`src/rtl/pcs_link_pkg.sv`:
```
// pcs_link_pkg: shared types and constants for the SFP PCS link-bring-up
// controller (state encoding, status-vector bit positions, speed codes).
package pcs_link_pkg;

  typedef enum logic [1:0] {
    ST_RST       = 2'd0,
    ST_WAIT_LINK = 2'd1,
    ST_DEBOUNCE  = 2'd2,
    ST_UP        = 2'd3
  } state_t;

  // Bit positions inside the PCS status vector
  localparam int SV_LINK     = 0;
  localparam int SV_DISPERR  = 5;
  localparam int SV_NOTINTBL = 6;

  // SGMII speed select codes
  localparam logic [1:0] SPD_1G   = 2'b10;
  localparam logic [1:0] SPD_100M = 2'b01;
  localparam logic [1:0] SPD_10M  = 2'b00;

  // 8-bit increment that sticks at all-ones instead of wrapping
  function automatic logic [7:0] sat_inc8(input logic [7:0] v);
    return (v == 8'hFF) ? v : v + 8'd1;
  endfunction

endpackage

```
`src/rtl/pcs_link_stats.sv`:
```
// pcs_link_stats: saturating link-drop and code-error counters for the PCS
// link controller. Only built when PCS_LINK_CTRL_STATS_EN is defined.
`ifdef PCS_LINK_CTRL_STATS_EN
module pcs_link_stats
  import pcs_link_pkg::*;
(
  input  logic        clk,
  input  logic        rst_n,
  input  logic        i_clr,
  input  logic        i_drop_inc,
  input  logic        i_err_inc,
  output logic [7:0]  o_drop_cnt,
  output logic [15:0] o_err_cnt
);

  logic [7:0]  r_drop_cnt;
  logic [15:0] r_err_cnt;

  function automatic logic [15:0] sat_inc16(input logic [15:0] v);
    return (v == 16'hFFFF) ? v : v + 16'd1;
  endfunction

  // Counters: clear has priority over any increment in the same cycle
  always_ff @(posedge clk or negedge rst_n) begin
    if (!rst_n) begin
      r_drop_cnt <= '0;
      r_err_cnt  <= '0;
    end else if (i_clr) begin
      r_drop_cnt <= '0;
      r_err_cnt  <= '0;
    end else begin
      if (i_drop_inc) r_drop_cnt <= sat_inc8(r_drop_cnt);
      if (i_err_inc)  r_err_cnt  <= sat_inc16(r_err_cnt);
    end
  end

  assign o_drop_cnt = r_drop_cnt;
  assign o_err_cnt  = r_err_cnt;

endmodule
`endif

```
`src/rtl/pcs_link_ctrl.sv`:
```
// pcs_link_ctrl: link-bring-up controller for the 1000BASE-X/SGMII PCS on
// the SFP port. Sequences the PCS reset, latches mode/speed selects during
// reset, debounces PCS link status into LINK_UP and retries on timeout.
// Optional statistics counters are enabled with PCS_LINK_CTRL_STATS_EN.
module pcs_link_ctrl
  import pcs_link_pkg::*;
#(
  parameter int RST_HOLD_CYC = 1000,
  parameter int LINK_TO_CYC  = 2000000,
  parameter int DEBOUNCE_CYC = 20000,
  parameter int CNT_W        = 21
) (
  input  logic        CLK_200M,
  input  logic        RESET_N,
  input  logic        CFG_SEL_SGMII,
  input  logic [1:0]  CFG_SPEED,
  input  logic        FORCE_RESTART,
  input  logic [15:0] STATUS_VECTOR,
`ifdef PCS_LINK_CTRL_STATS_EN
  input  logic        STAT_CLR,
  output logic [7:0]  LINK_DROP_CNT,
  output logic [15:0] CODE_ERR_CNT,
`endif
  output logic        PCS_RESET,
  output logic        SEL_SGMII,
  output logic [1:0]  SGMII_LINK,
  output logic        LINK_UP,
  output logic [1:0]  CTRL_STATE,
  output logic [7:0]  RETRY_CNT
);

  // Terminal timer values: a state lasts N cycles when the timer runs 0..N-1
  localparam logic [CNT_W-1:0] RST_LAST  = CNT_W'(RST_HOLD_CYC - 1);
  localparam logic [CNT_W-1:0] LINK_LAST = CNT_W'(LINK_TO_CYC - 1);
  localparam logic [CNT_W-1:0] DEB_LAST  = CNT_W'(DEBOUNCE_CYC - 1);

  state_t           r_state;
  state_t           w_state_nxt;
  logic [CNT_W-1:0] r_timer;
  logic             r_pcs_reset;
  logic             r_link_up;
  logic             r_sel_sgmii;
  logic [1:0]       r_sgmii_link;
  logic [7:0]       r_retry_cnt;
  logic             w_link;
  logic             w_restart;
  logic             w_timeout;
  logic             w_load_cfg;
  logic             w_unused_sv;

  assign w_link      = STATUS_VECTOR[SV_LINK];
  // Remaining status bits are informational only in the base build
  assign w_unused_sv = ^STATUS_VECTOR[15:1];

  // Next-state logic; a restart request overrides every other transition
  always_comb begin
    w_state_nxt = r_state;
    w_timeout   = 1'b0;
    w_restart   = FORCE_RESTART ||
                  ((r_state != ST_RST) && (CFG_SEL_SGMII != r_sel_sgmii));
    case (r_state)
      ST_RST: begin
        if (r_timer == RST_LAST) w_state_nxt = ST_WAIT_LINK;
      end
      ST_WAIT_LINK: begin
        if (w_link) begin
          w_state_nxt = ST_DEBOUNCE;
        end else if (r_timer == LINK_LAST) begin
          w_state_nxt = ST_RST;
          w_timeout   = 1'b1;
        end
      end
      ST_DEBOUNCE: begin
        if (!w_link)                 w_state_nxt = ST_WAIT_LINK;
        else if (r_timer == DEB_LAST) w_state_nxt = ST_UP;
      end
      ST_UP: begin
        if (!w_link) w_state_nxt = ST_WAIT_LINK;
      end
      default: w_state_nxt = ST_RST;
    endcase
    if (w_restart) begin
      w_state_nxt = ST_RST;
      w_timeout   = 1'b0;
    end
  end

  // Mode/speed follow the config on every RST cycle, including the entry
  // edge, so the PCS sees the new selects for the whole reset pulse
  assign w_load_cfg = (r_state == ST_RST) || (w_state_nxt == ST_RST);

  // State register and shared timer, cleared on every state (re)entry
  always_ff @(posedge CLK_200M or negedge RESET_N) begin
    if (!RESET_N) begin
      r_state <= ST_RST;
      r_timer <= '0;
    end else begin
      r_state <= w_state_nxt;
      if ((w_state_nxt != r_state) || w_restart) r_timer <= '0;
      else if (r_timer != '1)                    r_timer <= r_timer + CNT_W'(1);
    end
  end

  // Registered outputs derived from the next state and latched config
  always_ff @(posedge CLK_200M or negedge RESET_N) begin
    if (!RESET_N) begin
      r_pcs_reset  <= 1'b1;
      r_link_up    <= 1'b0;
      r_sel_sgmii  <= 1'b0;
      r_sgmii_link <= SPD_1G;
      r_retry_cnt  <= '0;
    end else begin
      r_pcs_reset <= (w_state_nxt == ST_RST);
      r_link_up   <= (w_state_nxt == ST_UP);
      if (w_load_cfg) begin
        r_sel_sgmii  <= CFG_SEL_SGMII;
        r_sgmii_link <= CFG_SPEED;
      end
      if (w_timeout) r_retry_cnt <= sat_inc8(r_retry_cnt);
    end
  end

  assign PCS_RESET  = r_pcs_reset;
  assign LINK_UP    = r_link_up;
  assign SEL_SGMII  = r_sel_sgmii;
  assign SGMII_LINK = r_sgmii_link;
  assign CTRL_STATE = r_state;
  assign RETRY_CNT  = r_retry_cnt;

`ifdef PCS_LINK_CTRL_STATS_EN
  logic w_drop_inc;
  logic w_err_inc;

  assign w_drop_inc = (r_state == ST_UP) && (w_state_nxt == ST_WAIT_LINK);
  assign w_err_inc  = (r_state == ST_UP) &&
                      (STATUS_VECTOR[SV_DISPERR] || STATUS_VECTOR[SV_NOTINTBL]);

  pcs_link_stats u_stats (
    .clk        (CLK_200M),
    .rst_n      (RESET_N),
    .i_clr      (STAT_CLR),
    .i_drop_inc (w_drop_inc),
    .i_err_inc  (w_err_inc),
    .o_drop_cnt (LINK_DROP_CNT),
    .o_err_cnt  (CODE_ERR_CNT)
  );
`endif

endmodule

```
`config.mk`:
```
export PLATFORM = sky130hd
export DESIGN_NAME = pcs_link_ctrl
export DESIGN_NICKNAME = d
export VERILOG_FILES = /design/src/rtl/pcs_link_pkg.sv /design/src/rtl/pcs_link_stats.sv /design/src/rtl/pcs_link_ctrl.sv
export SDC_FILE = /design/constraint.sdc
export NUM_CORES = 1
export LEC_CHECK = 0
export ABC_CLOCK_PERIOD_IN_PS = 2900
export BUFFER_PORTS_ARGS = -buffer_cell sky130_fd_sc_hd__clkbuf_2
export CORE_UTILIZATION = 43
export DETAILED_ROUTE_END_ITERATION = 7
export GPL_TIMING_DRIVEN = 0
export HOLD_SLACK_MARGIN = 0.08
export SLEW_MARGIN = 25
export SYNTH_ARGS = -nofsm -noshare
export SYNTH_HDL_FRONTEND = slang
export SYNTH_SLANG_ARGS = --single-unit
```
`constraint.sdc`:
```
create_clock -name CLK_200M -period 2.9 [get_ports CLK_200M]
set_input_delay 0.29 -clock CLK_200M [delete_from_list [all_inputs] [get_ports CLK_200M]]
set_output_delay 0.29 -clock CLK_200M [all_outputs]
set_load 0.02 [all_outputs]
```
==> run summary, run 1 <==
- **status** finished clean
- **static leakage** 1.06 nW
- **distinct cell type count of the synthesized netlist** 51
- **biggest area contributors in the synthesized netlist** dfrtp_1, xnor2_1, nor2_1
- **Synth Area in Simple Gates** 0.279
- **part of the Yosys area used for sequential elements** 0.452
- **HPWL after DPL** 2940 um
- **post-synthesis register bit count** 36
- **Antenna Violating Nets Remaining** 0
- **dominant cell type by area after synthesis** dfrtp_1
- **minimum period implied by the final worst setup slack** 2.28 ns
- **type of element launching the critical path** flip-flop
- **max-cap check violation count** 0
- **Max Slew Vio Count** 0
- **CTS Hold Buffers Added** 0
- **cell with the most instances after synthesis** dfrtp_1
- **portion of the clock cycle consumed by the worst path in the final layout** 0.785
- **worst relative slew slack** 0.398
- **Sw Share** 0.190
- **compound-gate portion of the synthesized area** 0.0915
- **Final Hold Vio Count** 0
- **# diodes** 0
- **Crit Path Class** reg -> reg
- **pin count of the biggest net entering global routing** 37
- **TritonCTS Buffers** 5
- **Resized Gates After CTS** 0
- **NetSw** 0.000225 W
- **routability congestion estimate from global placement** 0.792
- **fillers** 403
- **leftover overflow at the end of global routing** 0
- **setup TNS** 0 ns
- **worst-case clock buffer depth** 2
- **Yosys top cell area share** 0.426
- **Via Count** 1612
- **sort of element at the end of the critical path** flip-flop
- **Internal Power** 0.000962 W
- **final-report setup violation count** 0
- **share of cell area taken by muxes after synthesis** 0.0219
- **detailed-route wire length per cell** 14.6 um
- **Pre-Repair DR Iteration Count** 4
- **transition at the pin with the smallest max-transition slack** 0.902 ns
- **primary flip-flop cell chosen by synthesis mapping** dfrtp_1
- **CTS tree** done
- **setup bufs post-CTS** 0
- **worst vdd ir** 0.000229 V
- **clock transition at the register clock pins on the worst setup and hold paths after CTS** 0.07 ns
- **core area** 0.00441 mm2
- **wire length of the first global-routing pass** 7270 um
- **post-synthesis instance area** 0.00200 mm2
- **portion of total power attributed to the clock network** 0.516
- **maximum fanout along the worst path** 10
- **xor and xnor area share after synthesis** 0.105
- **adder and majority gate portion of the synthesized area** 0.0125
- **Nets** 255
- **antenna violations before repair** 0
- **number of placement rows** 24
- **total track usage** 0.188
- **area added between synthesis and finish** 16.8%
- **final-layout worst hold slack** 0.119 ns
- **layout cell share with drive strength beyond 1** 0.228
- **ratio of routed vias to standard cells** 5.68
- **die span in y** 70.1 um
- **number of synthesized flops with an enable pin** 0
- **htree depth** 2
- **required time at the worst-slack endpoint** 3.08 ns
- **Die Span X** 70.1 um
- **clock latency reported for the late side of the worst-skew pair** 0.29 ns
- **most frequent cells after synthesis** dfrtp_1, nor2_1, xnor2_1, nand2_1, nand3_1
- **number of synthesis warnings** 0
- **placed cell count** 276
- **Comb power frac** 0.047
- **Mapped Nets** 227
- **data arrival at the endpoint of the critical path** 2.46 ns
- **number of I/O port buffers** 21
- **Layout Skew** 0.00913 ns
- **Post-Syn Instances** 203
- **Detailed Route WL** 4130 um
- **Final Util** 0.528
- **Num Clock Sinks** 36
- **cell at the root of the clock tree** clkbuf_8
- **dominant combinational cell family by area after synthesis** simple AND/OR/NAND/NOR gates
- **Reg power frac** 0.436
- **Top Ports** 37
- **DRC violation total after the first TritonRoute iteration** 124
- **mean area per synthesized cell** 9.84 um2
- **number of global-route vias before repair** 1492
- **ratio of total power to cell area** 509 mW/mm2
- **effective utilization at floorplan** 0.452
- **Cell Count, Final, Fillers Out** 284
- **setup repair after global routing missed its margin** false
- **# DRC** 0
- **die area** 0.00492 mm2
- **highest achievable clock rate** 439 MHz
- **Worst Hold Class** in -> async
- **length in cells of the worst reg-to-reg path** 6
- **proportion of register bits with asynchronous set or reset after synthesis** 1.00
## cells in the final DEF (no fill, tap or decap), types with 5 or more instances in the layout
master | Yosys | final
xnor2_1 | 17 | 17
and3_1 | 5 | 5
nand3_1 | 10 | 10
a21oi_1 | 7 | 7
nand2_1 | 15 | 15
nor3_1 | 8 | 8
dfrtp_1 | 34 | 34
clkbuf_2 | 0 | 21
nor2_1 | 25 | 25
nand4_1 | 7 | 7
inv_1 | 7 | 7
nor4_1 | 5 | 5
xor2_1 | 7 | 7
clkbuf_8 | 0 | 5
## power by group through the flow
stage | clock network, W | logic, W | registers, W
6_report | 0.000613 | 0.0000560 | 0.000518
5_1_grt | 0.000649 | 0.0000654 | 0.000520
4_1_cts | 0.000624 | 0.0000580 | 0.000518
3_5_place_dp | 0 | 0.0000577 | 0.000528
3_3_place_gp | 0 | 0.0000563 | 0.000527
2_1_floorplan | 0 | 0.0000285 | 0.000529
## worst max-delay path, stage by stage, from the launching register on
cell and delay (ns):
dfrtp_1 0.43, or3_1 0.39, or4_1 0.45, o311ai_1 0.39
a211o_2 0.29, buf_6 0.17, nor2_1 0.06
## final timing paths
kind                                           from                       end  slack, ns
setup reg to reg            r_timer[17]$_DFFE_PN0P_   r_timer[19]$_DFFE_PN0P_       0.62
max in group asynchronous                   RESET_N    r_timer[0]$_DFFE_PN0P_       2.22
setup / recovery            r_timer[17]$_DFFE_PN0P_   r_timer[19]$_DFFE_PN0P_       0.62
hold reg to reg            RETRY_CNT[7]$_DFFE_PN0P_  RETRY_CNT[7]$_DFFE_PN0P_       0.50
min in group CLK_200M                 CFG_SEL_SGMII     SEL_SGMII$_DFFE_PN0P_       0.21
hold / removal                              RESET_N   r_timer[20]$_DFFE_PN0P_       0.12
## state kept, by name (all words and copies together), names as in the netlist
register    cells
CTRL_STATE      2
PCS_RESET       1
r_timer        21
RETRY_CNT       8
LINK_UP         1
SGMII_LINK      2
SEL_SGMII       1
## per-stage QoR
step | cell area [um2] | total power (W) | setup slack [ns]
global placement | 2170 | 0.000584 | 0.325
floorplan | 2000 | 0.000558 | 0.897
global route | 2330 | 0.00123 | 0.463
finish | 2330 | 0.00119 | 0.622
CTS | 2330 | 0.00120 | 0.594
detailed placement | 2170 | 0.000586 | 0.608
## area by class of cell
| class | count | area (um2) | share of cell area |
|---|---|---|---|
| Multi-Input combinational cell | 153 | 1030 | 0.440 |
| Sequential cell | 36 | 903 | 0.387 |
| Timing Repair Buffer | 21 | 105 | 0.0451 |
| Clock inverter | 3 | 90.1 | 0.0386 |
| Clock buffer | 5 | 68.8 | 0.0295 |
| Tap cell | 52 | 65.1 | 0.0279 |
| Buffer | 7 | 47.5 | 0.0204 |
| Inverter | 7 | 26.3 | 0.0113 |
## kinds of logic (layout without fill, tap and decap cells)
kind of cell	after synthesis	after routing
simple gates	98	98
compound gates	25	25
mux	4	4
flops	36	36
fa+ha+maj	2	2
xor+xnor	24	24
buf+inv	14	43
## metal layers
| metal | wire length, um | global-route usage | vias to the layer above |
|---|---|---|---|
| met5 | 0 | 0 | - |
| met4 | 57 | 0.0533 | 0 |
| met3 | 236 | 0.0433 | 7 |
| met2 | 1760 | 0.272 | 54 |
| met1 | 2070 | 0.281 | 767 |
| li1 | - | - | 784 |
Note: power is estimated with default switching activity, not from simulation.
==> run 2, diff against run 1 <==
Settings changed: ABC_CLOCK_PERIOD_IN_PS 2900 to 1880, PLACE_DENSITY from default to 0.67.
Clock period 2.9 ns to 1.88 ns, I/O delays scaled along.
==> run 2 against run 1 <==
  * The flow now finishes with violations (negative setup slack)
  * Register-to-register slack worse by 0.76 ns
  * Combinational power is 130% higher
  * Via count is 13% higher
  * Largest cell class unchanged
  * Critical path depth stayed put
  * Final cell count is 11% higher
  * Count of clock-buffer cells in the layout is 3 higher
  * Sequential cell count stayed put
  * Global-route usage is 3.4 points higher
  * Utilization is 10 points higher
  * Die area stayed put
  * Power is 26% higher
==> run summary, run 2 (synthesized netlist as in run 1, its figures left out) <==
- **status** complete, but fails checks
- **violated checks** negative setup slack
- **number of I/O port buffers** 21, unchanged
- **TritonCTS Buffers** 5, unchanged
- **cell at the root of the clock tree** clkbuf_8
- **routability congestion estimate from global placement** 0.801, +1.2%
- **# diodes** 0, unchanged
- **ratio of total power to cell area** 536 mW/mm2, +5.2%
- **worst-path cell chain** or3_1 -> or4_4 -> o311ai_4 -> a211o_4 -> buf_6 -> nor2_1
- **# DRC** 0, unchanged
- **highest achievable clock rate** 495 MHz, +13%
- **portion of total power attributed to the clock network** 0.378, -0.138
- **worst vdd ir** 0.000278 V, +21%
- **register with the most flip-flops** r_timer
- **type of element launching the critical path** flip-flop
- **Cell Count, Final, Fillers Out** 316, +11%
- **FF-to-FF setup slack** -0.14 ns, -0.76 ns
- **Pre-Repair DR Iteration Count** 4, unchanged
- **Antenna Violating Nets Remaining** 0, unchanged
- **sort of element at the end of the critical path** flip-flop
- **required time at the worst-slack endpoint** 2.06 ns, -1.02 ns
- **number of global-route vias before repair** 1723, +15%
- **Internal Power** 0.00115 W, +19%
- **Final Hold Vio Count** 0, unchanged
- **slowest cell delay on critical path** 0.48 ns, +0.03 ns
- **pin count of the biggest net entering global routing** 37, unchanged
- **detailed-route wire length per cell** 17.0 um, +17%
- **number of placement rows** 24, unchanged
- **CTS tree** done
- **Crit Path Class** reg -> reg
- **worst relative slew slack** 0.394, -0.00423
- **Die Span X** 70.1 um, unchanged
- **max-cap check violation count** 0, unchanged
- **clock transition at the register clock pins on the worst setup and hold paths after CTS** 0.07 ns, about the same
- **setup repair after global routing missed its margin** true
- **Worst Hold Class** in -> reg
- **htree depth** 2, unchanged
- **area added between synthesis and finish** 39.3%
- **minimum period implied by the final worst setup slack** 2.02 ns, -0.258 ns
- **ratio of routed vias to standard cells** 5.78, +1.9%
- **Layout Skew** 0.00444 ns, -0.00468 ns
- **flip-flop count of the largest register, all copies and words added** 21, unchanged
- **cell with the biggest individual delay on the critical path** or4_4
- **data arrival at the endpoint of the critical path** 2.20 ns, -0.26 ns
- **NetSw** 0.000345 W, +53%
- **die area** 0.00492 mm2, unchanged
- **portion of the clock cycle consumed by the worst path in the final layout** 1.07, +0.289
- **CP bufs+invs** 1, unchanged
- **setup TNS** -2.19 ns, -2.19 ns
- **effective utilization at floorplan** 0.452, unchanged
- **total track usage** 0.222, +0.0339
- **Reg power frac** 0.536, +0.100
- **Nets** 287, +13%
- **Max Slew Vio Count** 0, unchanged
- **layout cell share with drive strength beyond 1** 0.417, +0.188
- **leading cell types in the layout, fill and taps excluded** dfrtp_1, buf_4, nor2_1, clkbuf_2, xnor2_1
- **Detailed Route WL** 5360 um, +30%
- **total power after layout** 0.00149 W, +26%
- **Sw Share** 0.232, +0.0420
- **DRC violation total after the first TritonRoute iteration** 177, +43%
- **final-report setup violation count** 24, +24
- **antenna violations before repair** 0, unchanged
- **Num Clock Sinks** 36, unchanged
- **commonest non-fill, non-tap cell in the layout** dfrtp_1
- **static leakage** 1.36 nW, +29%
- **worst-case clock buffer depth** 2, unchanged
- **transition at the pin with the smallest max-transition slack** 0.909 ns, +0.00635 ns
- **HPWL after DPL** 2990 um, +1.4%
- **Comb power frac** 0.086, +0.039
- **clock latency reported for the late side of the worst-skew pair** 0.29 ns, about the same
- **leftover overflow at the end of global routing** 0, unchanged
- **Via Count** 1827, +13%
- **wire length of the first global-routing pass** 8580 um, +18%
- **core area** 0.00441 mm2, unchanged
- **slack of the critical path** -0.140 ns, -0.762 ns
- **Largest delay share family, worst path** simple AND/OR/NAND/NOR gates
- **placed cell count** 276, unchanged
- **maximum fanout along the worst path** 5, -5
- **die span in y** 70.1 um, unchanged
- **Top Ports** 37, unchanged
[run 2: cell count changes in the layout (fill, tap and decap cells not counted), moves of 4 or more]
cell	change
nor3_1	-4
buf_4	+27
dfrtp_1	-4
dfrtp_2	+4
buf_6	+4
nor4_1	-4
nor4_4	+5
nor2_1	-4
[run 2: power by group through the flow]
stage / Combinational, W / Sequential (W) / Clock (W)
floorplan: 0.0000471 / 0.000817 / 0
global placement: 0.0000894 / 0.000814 / 0
detailed placement: 0.0000903 / 0.000815 / 0
CTS: 0.000120 / 0.000799 / 0.000577
global route: 0.000140 / 0.000801 / 0.000609
finish: 0.000128 / 0.000799 / 0.000563
[run 2: routing by layer]
layer | track usage | routed length [um] | vias to the layer above
met5 | 0 | 0 | -
met4 | 0.0822 | 113 | 0
met3 | 0.0361 | 286 | 11
met2 | 0.341 | 2580 | 77
met1 | 0.316 | 2380 | 887
li1 | - | - | 852
[run 2: worst reg2reg max path, delay by kind of cell (launching register included)]
family,cells,cell delay [ns]
AND/OR/NAND/NOR,3,0.90
AO/OA/AOI/OAI,2,0.48
flip-flops,1,0.39
buffers and inverters,1,0.14
[run 2: final timing paths]
kind	from	end	cells past startpoint
max in group asynchronous	RESET_N	CTRL_STATE[1]$_DFF_PN0_	2
max	r_timer[17]$_DFFE_PN0P_	r_timer[15]$_DFFE_PN0P_	6
min in group asynchronous	RESET_N	r_timer[2]$_DFFE_PN0P_	2
min	CFG_SEL_SGMII	SEL_SGMII$_DFFE_PN0P_	2
min reg2reg	RETRY_CNT[7]$_DFFE_PN0P_	RETRY_CNT[7]$_DFFE_PN0P_	1
max reg2reg	r_timer[17]$_DFFE_PN0P_	r_timer[15]$_DFFE_PN0P_	6
[run 2: cell type report]
| class | count | area [um2] |
|---|---|---|
| inverter | 7 | 26.3 |
| multi-input combinational | 154 | 1280 |
| tap | 52 | 65.1 |
| timing repair buffer | 53 | 367 |
| sequential | 36 | 908 |
| clock buffer | 8 | 90.1 |
| buffer | 6 | 42.5 |
| fill | 351 | 1630 |
[run 2: timing repair]
item / in CTS / in global routing
gates resized for setup: 35 / 17
pin swaps: 13 / 7
endpoints found under the hold margin: 34 / 0
setup buffers: 23 / 7
setup endpoints to repair: 34 / 33
hold buffers: 1 / 0
gates cloned: 2 / 0
[run 2: metrics by stage]
step / hold WS [ns] / area (um2) / worst slack (ns) / utilization
3_3_place_gp: 0.358 / 2220 / -0.604 / 0.504
4_1_cts: 0.109 / 2680 / -0.0974 / 0.606
5_1_grt: 0.118 / 2780 / -0.204 / 0.630
6_report: 0.109 / 2780 / -0.140 / 0.630
3_5_place_dp: 0.358 / 2220 / -0.566 / 0.504
2_1_floorplan: -0.108 / 2050 / -0.0756 / -
==> run 3, diff against run 2 <==
Settings changed: ABC_CLOCK_PERIOD_IN_PS 1880 to default, CORE_ASPECT_RATIO from default to 0.75, PLACE_DENSITY 0.67 to 0.7.
==> run 3 against run 2 <==
  * The run still ends with negative setup slack left
  * Via count down 2.7%
  * Final cell count fell by 0.95%
  * Sequential power barely moved
  * First-iteration DRC count is 31% lower
  * Power is 1.8% lower
  * Setup slack got worse by 0.043 ns
  * Critical endpoint is now r_timer[20]$_DFFE_PN0P_
==> run summary, run 3 (synthesized netlist as in run 1, its figures left out) <==
- **met1 demand-to-capacity share in global routing** 0.318, +0.00233
- **Num Clock Sinks** 36, unchanged
- **minimum period implied by the final worst setup slack** 2.06 ns, +0.0429 ns
- **required time at the worst-slack endpoint** 2.06 ns, about the same
- **# diodes** 0, unchanged
- **setup repair after global routing missed its margin** true
- **worst relative slew slack** 0.397, +0.00296
- **clock transition at the register clock pins on the worst setup and hold paths after CTS** 0.07 ns, about the same
- **die span in y** 61.0 um, -13%
- **worst-case clock buffer depth** 2, unchanged
- **portion of the clock cycle consumed by the worst path in the final layout** 1.10, +0.0228
- **flip-flop count of the largest register, all copies and words added** 21, unchanged
- **core area** 0.00447 mm2, +1.2%
- **portion of total power attributed to the clock network** 0.358, -0.020
- **type of element launching the critical path** flip-flop
- **register with the most flip-flops** r_timer
- **routability congestion estimate from global placement** 0.791, -1.3%
- **fillers** 352, +0.28%
- **Comb power frac** 0.095, +0.009
- **# DRC** 0, unchanged
- **detailed-route wire length per cell** 17.2 um, +1.6%
- **data arrival at the endpoint of the critical path** 2.24 ns, +0.04 ns
- **number of placement rows** 21, -13%
- **transition at the pin with the smallest max-transition slack** 0.904 ns, -0.00444 ns
- **leading cell types in the layout, fill and taps excluded** dfrtp_1, buf_4, clkbuf_2, xnor2_1, nand2_1
- **Detailed Route WL** 5400 um, +0.63%
- **Sw Share** 0.246, +0.0144
- **global routing's busiest layer** met2
- **post-route standard cell area excluding fillers** 0.00277 mm2, -0.54%
- **commonest non-fill, non-tap cell in the layout** dfrtp_1
- **Worst Hold Class** in -> reg
- **DRC violation total after the first TritonRoute iteration** 123, -31%
- **Pre-Repair DR Iteration Count** 4, unchanged
- **area occupied by registers** 907 um2, -0.14%
- **met2 global-route usage** 0.337, -0.00425
- **Nets** 280, -2.4%
- **total track usage** 0.223, +0.000530
- **Final Hold Vio Count** 0, unchanged
- **post-placement cell area** 0.00223 mm2, +0.28%
- **maximum fanout along the worst path** 5, unchanged
- **antenna violations before repair** 0, unchanged
- **Crit Path Class** reg -> reg
- **htree depth** 2, unchanged
- **Via Count** 1777, -2.7%
- **Antenna Violating Nets Remaining** 0, unchanged
- **Multi-input gate area** 0.00131 mm2, +2.2%
- **status** complete, but fails checks
- **ratio of total power to cell area** 529 mW/mm2, -1.3%
- **cell at the root of the clock tree** clkbuf_8
- **NetSw** 0.000360 W, +4.3%
- **HPWL after DPL** 3120 um, +4.4%
- **total power after layout** 0.00146 W, -1.8%
- **slack of the critical path** -0.183 ns, -0.0429 ns
- **layout cell share with drive strength beyond 1** 0.449, +0.0326
- **Reg power frac** 0.546, +0.010
- **violated checks** negative setup slack
- **CTS tree** done
- **Max Slew Vio Count** 0, unchanged
- **Layout Skew** 0.00634 ns, +0.00190 ns
- **leftover overflow at the end of global routing** 0, unchanged
- **Internal Power** 0.00110 W, -3.6%
- **TritonCTS Buffers** 5, unchanged
- **die area** 0.00492 mm2, about the same
- **clock latency reported for the late side of the worst-skew pair** 0.29 ns, about the same
- **static leakage** 1.31 nW, -4.0%
- **ratio of routed vias to standard cells** 5.68, -1.8%
- **final-report setup violation count** 27, +13%
- **wire length of the first global-routing pass** 8090 um, -5.7%
- **worst vdd ir** 0.000264 V, -5.0%
- **sort of element at the end of the critical path** flip-flop
- **Top Ports** 37, unchanged
- **area added between synthesis and finish** 38.6%
- **pin count of the biggest net entering global routing** 37, unchanged
- **effective utilization at floorplan** 0.447, -0.00532
- **max-cap check violation count** 0, unchanged
- **highest achievable clock rate** 485 MHz, -2.1%
- **number of global-route vias before repair** 1601, -7.1%
- **number of I/O port buffers** 21, unchanged
- **Die Span X** 80.7 um, +15%
- **met3 usage in global routing** 0.0459, +0.00985
==> run 3: timing repair <==
item | in CTS | in global routing
hold endpoints to repair | 34 | 0
hold buffers | 1 | 0
buffers inserted | 12 | 11
gates cloned | 2 | 0
pin swaps | 11 | 8
resized for setup | 33 | 31
setup endpoints to repair | 34 | 34
==> run 3: final cells by class <==
type	count	area share
timing repair buffer	46	0.119
tap	57	0.0258
clock inverter	1	0.00181
inverter	7	0.00949
multi-input combinational	154	0.474
clock buffer	6	0.0262
buffer	6	0.0154
sequential	36	0.328
==> run 3: worst paths after layout <==
path | from | endpoint | slack [ns] | cells past startpoint
worst min-delay path | CFG_SEL_SGMII | SEL_SGMII$_DFFE_PN0P_ | 0.11 | 2
min in group asynchronous | RESET_N | SEL_SGMII$_DFFE_PN0P_ | 0.56 | 2
worst max register to register | r_timer[19]$_DFFE_PN0P_ | r_timer[20]$_DFFE_PN0P_ | -0.18 | 6
max in group asynchronous | RESET_N | r_timer[11]$_DFFE_PN0P_ | 0.71 | 2
worst min register to register | RETRY_CNT[6]$_DFFE_PN0P_ | RETRY_CNT[6]$_DFFE_PN0P_ | 0.49 | 1
worst max-delay path | r_timer[19]$_DFFE_PN0P_ | r_timer[20]$_DFFE_PN0P_ | -0.18 | 6
==> run 3: worst max-delay path, stage by stage, from the launching register on <==
cell	delay [ns]
dfrtp_1	0.42
or3_1	0.37
or4_4	0.47
o311ai_4	0.26
a211o_4	0.24
buf_6	0.15
nor2_2	0.04
==> run 3: stage by stage <==
| stage | util | TNS [ns] | hold slack, ns | cells | worst slack, ns |
|---|---|---|---|---|---|
| 5_1_grt | 0.620 | -4.91 | 0.112 | 313 | -0.230 |
| 3_5_place_dp | 0.499 | -10.73 | 0.359 | 281 | -0.554 |
| 3_3_place_gp | 0.499 | -10.27 | 0.359 | 281 | -0.538 |
| 4_1_cts | 0.580 | -2.88 | 0.112 | 303 | -0.139 |
| 2_1_floorplan | - | -0.938 | -0.108 | 203 | -0.0756 |
| 6_report | 0.620 | -3.49 | 0.108 | 313 | -0.183 |
==> run 3: power groups by stage <==
stage                     clock network [W]  logic [W]  registers [W]
after CTS                          0.000539   0.000113       0.000800
after global placement                    0  0.0000888       0.000814
final                              0.000524   0.000139       0.000800
after global routing               0.000581   0.000155       0.000801
after detailed placement                  0  0.0000902       0.000815
after floorplan                           0  0.0000471       0.000817
==> run 3: routing by layer <==
metal	part of all wire	routed length, um	vias up
met5	0	0	-
met1	0.47	2530	869
li1	-	-	841
met4	0.014	78	0
met2	0.46	2500	59
met3	0.053	284	8
